$ cat src/rtl/bc_input_pkg.sv
// Shared types and digit-validation helper for the guess input path.
package bc_input_pkg;

  typedef enum logic [1:0] {
    IDLE   = 2'd0,
    CHECK  = 2'd1,
    HOLD   = 2'd2,
    REJECT = 2'd3
  } input_state_t;

  typedef enum logic [1:0] {
    NONE      = 2'd0,
    BAD_DIGIT = 2'd1,
    REPEAT    = 2'd2
  } reject_code_t;

  localparam int unsigned NUM_DIGITS = 4;
  localparam int unsigned DIGIT_W    = 4;
  localparam int unsigned GUESS_W    = NUM_DIGITS * DIGIT_W;
  localparam logic [DIGIT_W-1:0] MAX_DIGIT = 4'd9;

  // Non-decimal digits outrank repeated digits when both are present.
  function automatic reject_code_t classify_guess(input logic [GUESS_W-1:0] v);
    logic bad;
    logic rep;
    bad = 1'b0;
    rep = 1'b0;
    for (int unsigned i = 0; i < NUM_DIGITS; i++) begin
      if (v[i*DIGIT_W +: DIGIT_W] > MAX_DIGIT) bad = 1'b1;
      for (int unsigned j = i + 1; j < NUM_DIGITS; j++) begin
        if (v[i*DIGIT_W +: DIGIT_W] == v[j*DIGIT_W +: DIGIT_W]) rep = 1'b1;
      end
    end
    if (bad)      return BAD_DIGIT;
    else if (rep) return REPEAT;
    else          return NONE;
  endfunction

endpackage

$ cat src/rtl/guess_input_ctrl_if.sv
// Guess handshake and status bundle between the input controller and the game core.
interface guess_input_ctrl_if;
  import bc_input_pkg::*;

  logic               guess_ready;
  logic               guess_valid;
  logic [GUESS_W-1:0] guess;
  logic               reject;
  reject_code_t       reject_code;
  logic               busy;

  modport master (
    input  guess_ready,
    output guess_valid, guess, reject, reject_code, busy
  );

  modport slave (
    output guess_ready,
    input  guess_valid, guess, reject, reject_code, busy
  );
endinterface

$ cat src/rtl/debouncer.sv
// Two-flop synchronizer plus counter debouncer; emits a one-cycle pulse on each accepted rising level.
module debouncer #(
  parameter int unsigned DEBOUNCE_CYCLES = 1000000,
  parameter int unsigned CNT_W           = 20
) (
  input  logic clk_i,
  input  logic rst_i,
  input  logic raw_i,
  output logic rise_o
);

  localparam logic [CNT_W-1:0] CNT_LAST = CNT_W'(DEBOUNCE_CYCLES - 1);

  logic             sync1_q, sync2_q;
  logic             level_q, level_d;
  logic             rise_q, rise_d;
  logic [CNT_W-1:0] cnt_q, cnt_d;

  // The level flips on the DEBOUNCE_CYCLES-th consecutive differing cycle.
  always_comb begin
    cnt_d   = '0;
    level_d = level_q;
    rise_d  = 1'b0;
    if (sync2_q != level_q) begin
      if (cnt_q == CNT_LAST) begin
        level_d = ~level_q;
        rise_d  = ~level_q;
      end else begin
        cnt_d = cnt_q + CNT_W'(1);
      end
    end
  end

  always_ff @(posedge clk_i) begin
    if (rst_i) begin
      sync1_q <= 1'b0;
      sync2_q <= 1'b0;
      level_q <= 1'b0;
      rise_q  <= 1'b0;
      cnt_q   <= '0;
    end else begin
      sync1_q <= raw_i;
      sync2_q <= sync1_q;
      level_q <= level_d;
      rise_q  <= rise_d;
      cnt_q   <= cnt_d;
    end
  end

  assign rise_o = rise_q;

endmodule

$ cat src/rtl/guess_input_ctrl.sv
// Turns switches plus a debounced confirm press into validated guess transactions or reject pulses.
module guess_input_ctrl
  import bc_input_pkg::*;
#(
  parameter int unsigned DEBOUNCE_CYCLES = 1000000,
  parameter int unsigned CNT_W           = 20
) (
  input  logic               clock,
  input  logic               reset,
  input  logic [GUESS_W-1:0] sw,
  input  logic               confirm_raw,
  guess_input_ctrl_if.master gio
);

  input_state_t       state_q, state_d;
  logic [GUESS_W-1:0] sw_s1_q, sw_s2_q;
  logic [GUESS_W-1:0] snap_q;
  logic [GUESS_W-1:0] guess_q;
  reject_code_t       code_q;
  reject_code_t       chk_code;
  logic               press;

  debouncer #(
    .DEBOUNCE_CYCLES (DEBOUNCE_CYCLES),
    .CNT_W           (CNT_W)
  ) u_confirm_deb (
    .clk_i  (clock),
    .rst_i  (reset),
    .raw_i  (confirm_raw),
    .rise_o (press)
  );

  assign chk_code = classify_guess(snap_q);

  always_ff @(posedge clock) begin
    if (reset) state_q <= IDLE;
    else       state_q <= state_d;
  end

  // Presses outside IDLE are simply not looked at, so they are dropped.
  always_comb begin
    state_d = state_q;
    unique case (state_q)
      IDLE:    if (press) state_d = CHECK;
      CHECK:   state_d = (chk_code == NONE) ? HOLD : REJECT;
      HOLD:    if (gio.guess_ready) state_d = IDLE;
      REJECT:  state_d = IDLE;
      default: state_d = IDLE;
    endcase
  end

  always_ff @(posedge clock) begin
    if (reset) begin
      sw_s1_q <= '0;
      sw_s2_q <= '0;
      snap_q  <= '0;
      guess_q <= '0;
      code_q  <= NONE;
    end else begin
      sw_s1_q <= sw;
      sw_s2_q <= sw_s1_q;
      if (state_q == IDLE && press) snap_q <= sw_s2_q;
      if (state_q == CHECK) begin
        if (chk_code == NONE) guess_q <= snap_q;
        else                  code_q  <= chk_code;
      end
    end
  end

  always_comb begin
    gio.guess_valid = (state_q == HOLD);
    gio.reject      = (state_q == REJECT);
    gio.busy        = (state_q == CHECK) || (state_q == HOLD);
    gio.guess       = guess_q;
    gio.reject_code = code_q;
  end

endmodule

$ cat src/flat_wrapper.sv
// flat-port wrapper written by rule: the top's interface ports become plain ports
module guess_input_ctrl_flat import bc_input_pkg::*;
#(
  parameter int unsigned DEBOUNCE_CYCLES = 1000000,
  parameter int unsigned CNT_W           = 20
)
  (clock, reset, sw, confirm_raw, gio_guess_ready, gio_guess_valid, gio_guess, gio_reject, gio_reject_code, gio_busy);
  guess_input_ctrl_if gio_i ();
  input  logic clock;
  input  logic reset;
  input  logic [GUESS_W-1:0] sw;
  input  logic confirm_raw;
  input wire logic [$bits(gio_i.guess_ready)-1:0] gio_guess_ready;
  output wire logic [$bits(gio_i.guess_valid)-1:0] gio_guess_valid;
  output wire logic [$bits(gio_i.guess)-1:0] gio_guess;
  output wire logic [$bits(gio_i.reject)-1:0] gio_reject;
  output wire logic [$bits(gio_i.reject_code)-1:0] gio_reject_code;
  output wire logic [$bits(gio_i.busy)-1:0] gio_busy;
  assign gio_i.guess_ready = gio_guess_ready;
  assign gio_guess_valid = gio_i.guess_valid;
  assign gio_guess = gio_i.guess;
  assign gio_reject = gio_i.reject;
  assign gio_reject_code = gio_i.reject_code;
  assign gio_busy = gio_i.busy;
  guess_input_ctrl #(.DEBOUNCE_CYCLES(DEBOUNCE_CYCLES), .CNT_W(CNT_W)) u_core (.clock(clock), .reset(reset), .sw(sw), .confirm_raw(confirm_raw), .gio(gio_i));
endmodule
$ cat config.mk
export PLATFORM = sky130hd
export DESIGN_NAME = guess_input_ctrl_flat
export DESIGN_NICKNAME = d
export VERILOG_FILES = /design/src/rtl/bc_input_pkg.sv /design/src/rtl/guess_input_ctrl_if.sv /design/src/rtl/debouncer.sv /design/src/rtl/guess_input_ctrl.sv /design/src/flat_wrapper.sv
export SDC_FILE = /design/constraint.sdc
export NUM_CORES = 1
export LEC_CHECK = 0
export BUFFER_PORTS_ARGS = -buffer_cell sky130_fd_sc_hd__buf_2
export CORE_ASPECT_RATIO = 1.2
export CORE_UTILIZATION = 57
export CTS_CLUSTER_SIZE = 12
export DETAILED_ROUTE_END_ITERATION = 16
export HOLD_SLACK_MARGIN = 0.05
export PLACE_DENSITY = 0.78
export SKIP_LAST_GASP = 1
export SLEW_MARGIN = 30
export SYNTH_ARGS = -nofsm -noshare
export SYNTH_HDL_FRONTEND = slang
export SYNTH_SLANG_ARGS = --single-unit
$ cat constraint.sdc
create_clock -name clock -period 2.29 [get_ports clock]
set_clock_uncertainty 0.05 [all_clocks]
set_input_delay 0.458 -clock clock [delete_from_list [all_inputs] [get_ports clock]]
set_output_delay 0.458 -clock clock [all_outputs]
set_load 0.1 [all_outputs]
# After elaboration in Yosys (flattened, before gate mapping)
# Index checks and enable logic that the tools add are counted.
op_classes:
  n_eq_ne: 13
  order_cmp: 4
  n_addsub: 1
  bitwise_logic: 4
  n_reduce_logical: 10
  muxes: 16
ops:
  columns: ["op", "count"]
  rows:
  - ["$eq A4 B4 Y1", 6]
  - ["$add A20 B1 Y20 const B", 1]
  - ["$eq A20 B20 Y1 const B", 1]
  - ["$gt A4 B4 Y1 const B", 4]
  - ["$mux W1", 11]
  - ["$mux W2", 4]
  - ["$pmux W2 S4", 1]
  - ["$reduce_and A2 Y1", 4]
  - ["$reduce_or A3 Y1", 2]
  - ["$eq A2 B2 Y1 const B", 2]
  - ["$logic_not A2 Y1", 2]
  - ["$ne A2 B2 Y1 const B", 2]
  - ["$not A1 Y1", 4]
  - ["$eq A2 B1 Y1 const B", 1]
  - ["$logic_and A1 B1 Y1", 1]
  - ["$logic_or A1 B1 Y1", 1]
  - ["$ne A1 B1 Y1", 1]
totals:
  reg_bits: 92
  in_bits: 20
  word_cells: 59

# Longest topological paths before layout
# Gate-level depths: netlist of run 1.
depth:
  word_depth: 12
  mapped_depth: 7
  depth_no_buf: 6

# By module
# Synthesis of run 1 repeated with hierarchy kept, for this count alone.
unflattened:
  cells_unflattened: 404
  hier_area_um2: 3689.8
modules_own_cells:
  columns: ["mod", "n_inst", "area_per_inst_um2", "cells_per_inst", "seq_area_each_um2"]
  rows:
  - ["guess_input_ctrl", 1, 2651.3, 287, 1361.3]
  - ["debouncer", 1, 1038.5, 117, 480.5]

# Least setup slack after synthesis of run 1
# No wires, ideal clock.
synth_path:
  path_type: "flip-flop to flip-flop"
  from: "register u_core.state_q[0]"
  to: "register u_core.state_q[0]"
  synth_period_minus_slack_ns: 1.982
  setup_slack_ns: 0.308
  setup_time_ns: 0.117
  arrival_ns: 1.815
  stages_incl_launch_ff: 7
  cell_sequence: "dfxtp_1 > inv_1 > ha_1 > inv_1 > o22ai_1 > nor3_1 > a32o_1"
synth_via:
  elab_chain_len: 3
  word_cells_on_any_way: 8
synth_lines:
  columns: ["item", "line_no", "source"]
  rows:
  - ["start: declaration", "guess_input_ctrl.sv:15", "input_state_t state_q, state_d;"]
  - ["start signal: assignment", "guess_input_ctrl.sv:37", "else state_q <= state_d;"]
  - ["$eq A2 B2 Y1 (*)", null, null]
  - ["via gio_guess_valid", "flat_wrapper.sv:14", "output wire logic [$bits(gio_i.guess_valid)-1:0] gio_guess_valid;"]
  - ["$ne A2 B2 Y1 (no source line)", null, null]
  - ["$reduce_and A2 Y1 (no source line)", null, null]
# Mark *: on every way through the listed nets, which the timed path passes. The rest lies on a longest branch.
# A chain may end at the register's enable or synchronous reset.

# Final worst setup path of run 1
layout_path:
  from: "register u_core.state_q[0]"
  to: "output port gio_busy"
layout_via:
  elab_chain_len: 2
  word_cells_on_any_way: 3
layout_lines:
  columns: ["item", "line_no", "source"]
  rows:
  - ["$eq A2 B1 Y1 / $eq A2 B2 Y1 (equally long branches)", "guess_input_ctrl.sv:73", "gio.busy = (state_q == CHECK) || (state_q == HOLD);"]
  - ["$logic_or A1 B1 Y1 (*)", "guess_input_ctrl.sv:73", null]
  - ["end: declaration", "flat_wrapper.sv:18", "output wire logic [$bits(gio_i.busy)-1:0] gio_busy;"]
# Mark *: on every way between the ends. The rest lies on a longest branch, timed or not.

==> results of run 1 <==
## cells by family after synthesis
logic type / Yosys count / synth area share
muxes: 18 / 0.04933
buffers and inverters: 38 / 0.04659
xor gates and xnor gates: 43 / 0.1031
AOI/OAI and AO/OA: 28 / 0.04248
and+or+nand+nor: 173 / 0.2336
adders and majority gates: 6 / 0.02055
DFF: 92 / 0.5043
## how the worst max path moves through the flow
| stage | slack, ns | cells past startpoint | end | from |
|---|---|---|---|---|
| 2_1_floorplan | 0.31 | 6 | u_core.state_q[0] | u_core.state_q[0] |
| 3_3_place_gp | 0.36 | 5 | u_core.state_q[0] | u_core.snap_q[15] |
| 3_5_place_dp | 0.35 | 5 | u_core.state_q[0] | u_core.snap_q[15] |
| 4_1_cts | 0.18 | 3 | gio_busy | u_core.state_q[0] |
| 5_1_grt | 0.13 | 3 | gio_busy | u_core.state_q[0] |
| 6_report | 0.21 | 3 | gio_busy | u_core.state_q[0] |
## routing by layer
layer  GRT usage  wire, um  part of all wire
met2      0.3038      2591              0.45
met3     0.04129       180             0.031
met5           0         0                 0
met4      0.1063       146             0.025
met1      0.2348      2869              0.50
## power by group through the flow
stage,registers (W),logic (W),clock network [W]
final,0.00163,0.0000636,0.00100
after floorplan,0.00167,0.0000425,0
after global routing,0.00164,0.0000727,0.00109
after detailed placement,0.00167,0.0000647,0
after CTS,0.00163,0.0000648,0.00103
after global placement,0.00167,0.0000637,0
## critical path: stages (launching register included)
cell     delay (ns)
dfxtp_1        0.42
inv_1          0.09
ha_1           0.28
buf_2          0.41
## state kept, by name (all words and copies together), names as in the netlist
register	cells
u_core.u_confirm_deb.rise_o	1
u_core.u_confirm_deb.sync2_q	1
u_core.gio.reject_code	2
u_core.gio.guess	16
u_core.u_confirm_deb.sync1_q	1
u_core.u_confirm_deb.cnt_q	20
u_core.state_q	2
u_core.sw_s2_q	16
u_core.sw_s1_q	16
u_core.u_confirm_deb.level_q	1
u_core.snap_q	16
## layout by cell type, fill, tap and decap left out, drive strengths merged, types with 4 or more instances in the layout
master / instances
mux2i: 18
nor2: 30
inv: 11
xnor2: 16
nor4: 10
ha: 6
nand2: 72
a21oi: 19
nand3: 11
dfxtp: 92
buf: 44
o21ai: 4
clkbuf: 9
xor2: 27
nor2b: 34
## per-stage QoR
| step | cell area, um^2 | util | hold WS, ns |
|---|---|---|---|
| 3_5_place_dp | 3849 | 0.6280 | 0.3704 |
| 5_1_grt | 4034 | 0.6582 | 0.2318 |
| 3_3_place_gp | 3849 | 0.6280 | 0.3712 |
| 4_1_cts | 4034 | 0.6582 | 0.2342 |
| 6_report | 4034 | 0.6582 | 0.2502 |
| 2_1_floorplan | 3652 | - | 0.3638 |
## cell type report
cell class	instances	area, um^2	area share
clock buffers	9	123.9	0.03071
clock inverters	7	61.31	0.01520
inverters	9	33.78	0.008375
multi-input cells	268	1640	0.4066
flip-flops and latches	92	1842	0.4566
well taps	82	102.6	0.02543
repair buffers	44	230.2	0.05707
==> reports/qor.txt, run 1 <==
Crit path arrival time - 1.57 ns
Slew Limit Headroom - 0.6122
Sequential power share - 0.605
Leak Pwr - 1.730 nW
Combinational share of power - 0.024
Router iterations before antenna repair - 4
Initial DRC count - 82
CP Launch Type - register
Drt drc - 0
RR Endpoint - u_core.state_q[0]
Clk buf depth - 2
Hpwl dp - 4.004 mm
Ant diodes - 0
Crit Path Category - register to output port
IO Count - 41
EDFF count, synth - 0
Hold endpoint - u_core.sw_s1_q[12]
DR WL/cell - 11.32 um
Status - finished clean
Worst Hold Depth - 2
Internal - 0.002067 W
CP Max Fanout - 5
Largest net degree at the start of global routing - 34
Top_reg_cell synth - dfxtp_1
Sequential-to-total area share from yosys stat - 0.5043
GRT overflow - 0
Synth async-reset ratio - 0
Antenna violations before repair - 0
Synth top area share - 0.5043
Worst Tran Pin Value - 0.5768 ns
Synth top area cells - dfxtp_1 (50%), nand2_1 (7.4%), xor2_1 (6.5%)
Final non-filler cell total - 511
Fin worst setup slack - 0.2138 ns
Maxcap violations - 0
CTS tree - done
Die X - 75.07 um
Layout cells sized above 1 - 0.1492
Yosys warns - 0
Area leader, netlist - dfxtp_1
Fin. max-slew vios - 0
Vias per cell - 4.892
Setup violators final - 0
ANT nets after route - 0
DR vias - 2500
Total track usage - 0.1892
Vias in the first global route - 2213
Worst Reg-to-Reg Cells - 5
Library cells used by synthesis - 36
Cell Rows - 31
Initial Util - 0.5960
NetSw - 0.0006326 W
Worst-skew pair later-pin latency - 0.36 ns
Nets - 450
Setup Fix Bufs, Post-CTS - 0
Syn_nets - 424
HP Class - input port to register
Crit end category - output port
Final Critical Period - 2.076 ns
Die area - 6733 um^2
Worst VDD drop - 0.5047 mV
Gate Count Post-Synth - 398
Hold Vio Cnt, Final - 0
DP Cell Count - 495
Hold_sp - sw[12]
Fraction of power consumed by the clock network - 0.372
Fillers - 568
Post-cts hold buffer count - 0
Most common cell in the netlist - dfxtp_1
Max Clock Freq - 481.7 MHz
Total power - 0.002699 W
RSZ-0062 raised after global routing - no
Gpl congestion - 0.8261
Clock transition at the registers of the reported paths - 0.09 ns
Worst R2R Start - u_core.snap_q[4]
Clock Sinks - 92
Area of the core - 6128 um^2
Reg2Reg Setup Slack - 0.32 ns
Post-Synthesis Cell Area - 3652 um^2
DIE HEIGHT - 89.69 um
Pwr Density - 669.2 nW/um^2
Switching share of power - 0.2343
Root buffer cell - clkbuf_8
# resized after CTS - 0
H-tree levels - 3
Syn_area_per_cell - 9.177 um^2
Final wirelength - 5.787 mm
Cts bufs inserted - 9
Area growth from synthesis to layout - 10.45%
Top post-synthesis cells by count - dfxtp_1 (92), nand2_1 (72), nor2b_1 (34)
Final worst path period share - 0.9066
Number of port buffers - 40
Worst EP required - 1.78 ns
Setup TNS Final - 0 ns
Pre-CTS setup slack - 0.3493 ns
Synthesized flop and latch total - 92
Global-route wire length before repair - 9.618 mm
No activity file was read; power rests on OpenSTA's default activity.
==> run 2: changes to the inputs <==
--- a/config.mk
+++ b/config.mk
@@ -9,3 +9,3 @@
 export CORE_ASPECT_RATIO = 1.2
-export CORE_UTILIZATION = 57
+export CORE_UTILIZATION = 62
 export CTS_CLUSTER_SIZE = 12
@@ -13,3 +13,3 @@
 export HOLD_SLACK_MARGIN = 0.05
-export PLACE_DENSITY = 0.78
+export PLACE_DENSITY = 0.84
 export SKIP_LAST_GASP = 1
==> constraint.sdc (replaced) <==
create_clock -name clock -period 2.5 [get_ports clock]
set_clock_uncertainty 0.05 [all_clocks]
set_input_delay 0.125 -clock clock [delete_from_list [all_inputs] [get_ports clock]]
set_output_delay 0.125 -clock clock [all_outputs]
set_load 0.1 [all_outputs]
==> run 2 against run 1 <==
  * Total power down 0.83%
  * Register-to-register slack better by 0.12 ns
  * Cell count up 2.5%
  * Sequential power down 8%
  * Utilization up 8.9 points
  * Wire length up 5.0%
==> reports/qor.txt, run 2 (same netlist as run 1, synthesis figures left out) <==
Max Clock Freq - 484.7 MHz
Cell Chain, Critical Path - ha_1 > and4_1 > nand2_1 > nor4_1 > or3_1 > buf_4 > nor2_1
Final Critical Period - 2.063 ns
Area of the core - 5668 um^2 (-7.5%)
Largest net degree at the start of global routing - 41 (+21%)
Final wirelength - 6.074 mm (+5.0%)
Fin. max-slew vios - 0 (unchanged)
Worst Tran Pin Value - 0.5930 ns (+0.01619 ns)
Top reg by flops - u_core.u_confirm_deb.cnt_q
DR vias - 2601 (+4.0%)
Worst EP required - 2.69 ns (+0.91 ns)
Hold slack - 0.1123 ns (-0.1380 ns)
Hold Vio Cnt, Final - 0 (unchanged)
Hpwl dp - 4.055 mm (+1.3%)
Initial Util - 0.6444 (+0.04841)
Crit Path Category - register to register
Placed cell area - 3831 um^2 (-0.46%)
Gpl congestion - 0.8764 (+6.1%)
Worst R2R Start - u_core.u_confirm_deb.cnt_q[0]
End of the critical path - u_core.u_confirm_deb.cnt_q[13]
Leak Pwr - 1.816 nW (+5.0%)
Die area - 6203 um^2 (-7.9%)
Final worst path period share - 0.8252
Clock Sinks - 92 (unchanged)
Setup violators final - 0 (unchanged)
CP startpoint - u_core.u_confirm_deb.cnt_q[0]
IO Count - 41 (unchanged)
Total power - 0.002677 W (-0.83%)
Worst-skew pair later-pin latency - 0.35 ns (about the same)
Initial DRC count - 111 (+35%)
H-tree levels - 3 (unchanged)
Global-route wire length before repair - 10.60 mm (+10%)
Worst path buffer plus inverter count - 1 (-1)
GRT overflow - 0 (unchanged)
DIE HEIGHT - 86.08 um (-4.0%)
Total track usage - 0.2198 (+0.03062)
Largest register FFs - 20 (unchanged)
Worst VDD drop - 0.4914 mV (-2.6%)
CP Launch Type - register
Reg2Reg Setup Slack - 0.44 ns (+0.12 ns)
Post-cts hold buffer count - 17 (+17)
ANT nets after route - 0 (unchanged)
Root buffer cell - clkbuf_8
Die X - 72.07 um (-4.0%)
Antenna violations before repair - 0 (unchanged)
Critical path depth in cells - 7 (+4)
RR Endpoint - u_core.u_confirm_deb.cnt_q[13]
Cts bufs inserted - 9 (unchanged)
RSZ-0062 raised after global routing - no
HP Class - input port to register
Vias per cell - 4.964 (+1.5%)
CTS tree - done
Commonest non-fill, non-tap cell in the layout - dfxtp_1
DR WL/cell - 11.59 um (+2.4%)
Clk buf depth - 2 (unchanged)
Router iterations before antenna repair - 4 (unchanged)
CP delay by family, top - simple AND/OR/NAND/NOR gates
Maxcap violations - 0 (unchanged)
Commonest non-fill, non-tap cells in the layout - dfxtp_1 (92), nand2_1 (72), buf_2 (40), nor2b_1 (34), nor2_1 (30)
DP Cell Count - 491 (-0.81%)
Clock transition at the registers of the reported paths - 0.08 ns (about the same)
Drt drc - 0 (unchanged)
Layout cells sized above 1 - 0.1396 (-0.009545)
Critical-path top delay cell - nor4_1
Slowest stage delay, CP - 0.45 ns (+0.03 ns)
Crit path arrival time - 2.25 ns (+0.68 ns)
Status - finished clean
Final non-filler cell total - 524 (+2.5%)
Post-Layout Inst Area - 4233 um^2 (+4.9%)
Number of port buffers - 40 (unchanged)
# resized after CTS - 0 (unchanged)
Worst Reg-to-Reg Cells - 7 (+2)
Vias in the first global route - 2456 (+11%)
Setup TNS Final - 0 ns (unchanged)
Crit end category - register
Nets - 465 (+3.3%)
Ant diodes - 0 (unchanged)
Cell Rows - 30 (-3.2%)
Slew Limit Headroom - 0.6010 (-0.01124)
Pwr Density - 632.4 nW/um^2 (-5.5%)
CP Max Fanout - 20 (+15)
Area growth from synthesis to layout - 15.90%
Setup Fix Bufs, Post-CTS - 0 (unchanged)
## run 2: changes by cell type in the layout (fill, tap and decap cells not counted), sizes merged
cell	previous run	this run
clkinvlp	2	1
clkinv	3	1
clkbuf	9	10
buf	44	42
dlygate4sd3	0	17
bufinv	0	2
## run 2: cell type report
class	count	area (um^2)
Fill cell	414	1435
Clock buffer	10	137.6
Tap cell	80	100.1
Timing Repair Buffer	59	385.4
Clock inverter	6	93.84
Multi-Input combinational cell	268	1640
Sequential cell	92	1842
Inverter	9	33.78
## run 2: how the worst min path moves through the flow
| stage | depth (start not counted) | endpoint | slack, ns | startpoint |
|---|---|---|---|---|
| floorplan | 1 | u_core.sw_s1_q[0] | 0.20 | sw[0] |
| CTS | 2 | u_core.state_q[1] | 0.09 | reset |
| global placement | 2 | u_core.u_confirm_deb.sync1_q | 0.28 | confirm_raw |
| global route | 2 | u_core.sw_s2_q[1] | 0.10 | reset |
| detailed placement | 2 | u_core.u_confirm_deb.sync1_q | 0.29 | confirm_raw |
| finish | 2 | u_core.state_q[1] | 0.11 | reset |
## run 2: where the power goes
part,internal [W],leakage [nW],switching [W]
clock,0.000599,0.113,0.000505
sequential,0.00149,0.748,0.00000662
combinational,0.0000435,0.955,0.0000339
total,0.00213,1.82,0.000545
## run 2: stage by stage
step                setup WS, ns  utilization
floorplan                 0.5181            -
global placement          0.5191       0.6759
detailed placement        0.4490       0.6759
CTS                       0.4206       0.7468
global route              0.1912       0.7468
finish                    0.4370       0.7468
## run 2: layer usage
metal	track usage	routed length [um]	vias to the layer above	share of wire
met5	0	0	-	0
li1	-	-	1364	-
met1	0.2638	2763	1185	0.45
met2	0.3679	3086	48	0.51
met3	0.06110	181	4	0.030
met4	0.09091	44	0	0.0072
==> run 3: changes to the inputs <==
- CORE_UTILIZATION: 62 -> 52
- PLACE_DENSITY: 0.84 -> 0.75
- clock period: 2.5 -> 1.8 ns (I/O delays scaled with it)
==> run 3 against run 2 <==
  * Count of clock-buffer cells in the layout is 2 higher
  * Critical endpoint is now u_core.gio.guess[4]
  * Clock power up 21%
  * Largest power group unchanged
  * Global-route usage decreased by 3.1 points
  * Cell count rose by 4.4%
==> reports/qor.txt, run 3 (same netlist as run 1, synthesis figures left out) <==
Status - finished clean
Commonest non-fill, non-tap cells in the layout - dfxtp_1 (77), nand2_1 (72), buf_2 (40), nor2b_1 (34), nor2_1 (29)
Hold endpoint - u_core.state_q[1]
Cell Rows - 33 (+10%)
ANT nets after route - 0 (unchanged)
H-tree levels - 3 (unchanged)
CTS tree - done
RR Endpoint - u_core.gio.guess[4]
Multi-input logic area - 1689 um^2 (+3.0%)
Clock Sinks - 92 (unchanged)
Ant diodes - 0 (unchanged)
Largest net degree at the start of global routing - 35 (-15%)
IO Count - 41 (unchanged)
Top reg by flops - u_core.u_confirm_deb.cnt_q
Cts bufs inserted - 9 (unchanged)
Slew Limit Headroom - 0.6586 (+0.05764)
Final wirelength - 6.390 mm (+5.2%)
Cell Chain, Critical Path - buf_4 > o21ai_1 > nand4_1 > nor2_2 > nand3_4 > buf_12 > mux2i_1
Commonest non-fill, non-tap cell in the layout - dfxtp_1
Worst Tran Pin Value - 0.5113 ns (-0.08174 ns)
Router iterations before antenna repair - 4 (unchanged)
Initial DRC count - 103 (-7.2%)
Drt drc - 0 (unchanged)
CP Launch Type - register
Final Core Density - 0.6490 (-0.09776)
Die area - 7364 um^2 (+19%)
Final non-filler cell total - 547 (+4.4%)
Fin worst setup slack - 0.08388 ns (-0.3531 ns)
Worst VDD drop - 0.5622 mV (+14%)
Initial Util - 0.5361 (-0.1083)
Die X - 78.51 um (+8.9%)
Gpl congestion - 0.9121 (+4.1%)
Hpwl dp - 4.126 mm (+1.8%)
HP Class - input port to register
GRT overflow - 0 (unchanged)
Register area - 1863 um^2 (+1.2%)
Crit Path Category - register to register
Nets - 481 (+3.4%)
DR vias - 2630 (+1.1%)
Vias in the first global route - 2549 (+3.8%)
Clk buf depth - 2 (unchanged)
Max Clock Freq - 582.7 MHz (+20%)
Layout cells sized above 1 - 0.2217 (+0.08210)
DR WL/cell - 11.68 um (+0.78%)
Setup violators final - 0 (unchanged)
Crit path arrival time - 1.90 ns (-0.35 ns)
Root buffer cell - clkbuf_8
Vias per cell - 4.808 (-3.1%)
Clock transition at the registers of the reported paths - 0.10 ns (+0.02 ns)
Worst EP required - 1.98 ns (-0.71 ns)
Slowest stage delay, CP - 0.38 ns (-0.07 ns)
Worst Reg-to-Reg Cells - 7 (unchanged)
Fin. max-slew vios - 0 (unchanged)
DIE HEIGHT - 93.81 um (+9.0%)
Pre-CTS setup slack - -0.01806 ns (-0.4671 ns)
Final Critical Period - 1.716 ns (-0.3469 ns)
Critical-path top delay cell - dfxtp_1
DP Cell Count - 512 (+4.3%)
Global-route wire length before repair - 10.94 mm (+3.2%)
Number of port buffers - 40 (unchanged)
Hold Vio Cnt, Final - 0 (unchanged)
Crit end category - register
Leak Pwr - 1.919 nW (+5.6%)
Reg2Reg Setup Slack - 0.08 ns (-0.35 ns)
Worst-skew pair later-pin latency - 0.35 ns (about the same)
Pwr Density - 796.5 nW/um^2 (+26%)
Antenna violations before repair - 0 (unchanged)
Maxcap violations - 0 (unchanged)
Final worst path period share - 0.9534 (+0.1282)
RSZ-0062 raised after global routing - yes
Total track usage - 0.1884 (-0.03143)
Worst Hold Depth - 2 (unchanged)
Hold_sp - reset
Largest register FFs - 20 (unchanged)
Fillers - 574 (+39%)
Area of the core - 6813 um^2 (+20%)
Area growth from synthesis to layout - 21.07%
CP Max Fanout - 16 (-20%)
Worst R2R Start - u_core.snap_q[9]
[run 3: worst max path at each step]
stage                       from              endpoint  slack [ns]  cells after the start
3_3_place_gp    u_core.snap_q[3]  u_core.gio.guess[13]        0.06                      6
5_1_grt         u_core.snap_q[9]  u_core.gio.guess[11]       -0.02                      7
4_1_cts        u_core.snap_q[10]  u_core.gio.guess[15]        0.03                      6
2_1_floorplan  u_core.state_q[0]     u_core.state_q[0]        0.02                      5
3_5_place_dp    u_core.snap_q[3]  u_core.gio.guess[11]       -0.02                      6
6_report        u_core.snap_q[9]   u_core.gio.guess[4]        0.08                      7
[run 3: area by class of cell]
class                   instances  area share
flip-flops and latches         92      0.4213
inverters                       9    0.007640
clock buffers                  12     0.03735
multi-input cells             268      0.3820
repair buffers                 75      0.1200
clock inverters                 4    0.007074
well taps                      87     0.02462
[run 3: power breakdown]
part	switching [W]	leakage (nW)	internal, W
combinational	0.0000491	1.06	0.0000631
clock	0.000711	0.103	0.000624
sequential	0.00000802	0.756	0.00207
total	0.000768	1.92	0.00275
[run 3: timing repair]
item / CTS / global route
gates resized for setup: 3 / 20
pin swaps: 0 / 4
setup buffers: 0 / 2
endpoints found under the hold margin: 17 / 0
endpoints found under the setup margin: 14 / 37
hold buffers: 17 / 0
[run 3: critical path: cells and delay by family (launching register included)]
kind / cells / cell delay, ns
simple gates: 3 / 0.52
flops: 1 / 0.38
mux: 1 / 0.12
buf+inv: 2 / 0.34
compound gates: 1 / 0.17
[run 3: through the flow]
stage               hold WS [ns]   TNS, ns  cell area (um^2)  total power (W)
finish                    0.1122         0              4422         0.003522
global route              0.1478  -0.07370              4422         0.003659
CTS                       0.1002         0              4364         0.003556
detailed placement        0.2516  -0.09588              3979         0.002208
global placement          0.2509         0              3979         0.002208
floorplan                 0.1682         0              3661         0.002177
[run 3: per-layer routing]
| layer | vias up | GRT usage | part of all wire | wire length [um] |
|---|---|---|---|---|
| met4 | 0 | 0.08642 | 0.012 | 74 |
| li1 | 1392 | - | - | - |
| met3 | 7 | 0.04369 | 0.027 | 174 |
| met5 | - | 0 | 0 | 0 |
| met2 | 43 | 0.3196 | 0.49 | 3144 |
| met1 | 1188 | 0.2241 | 0.47 | 2996 |
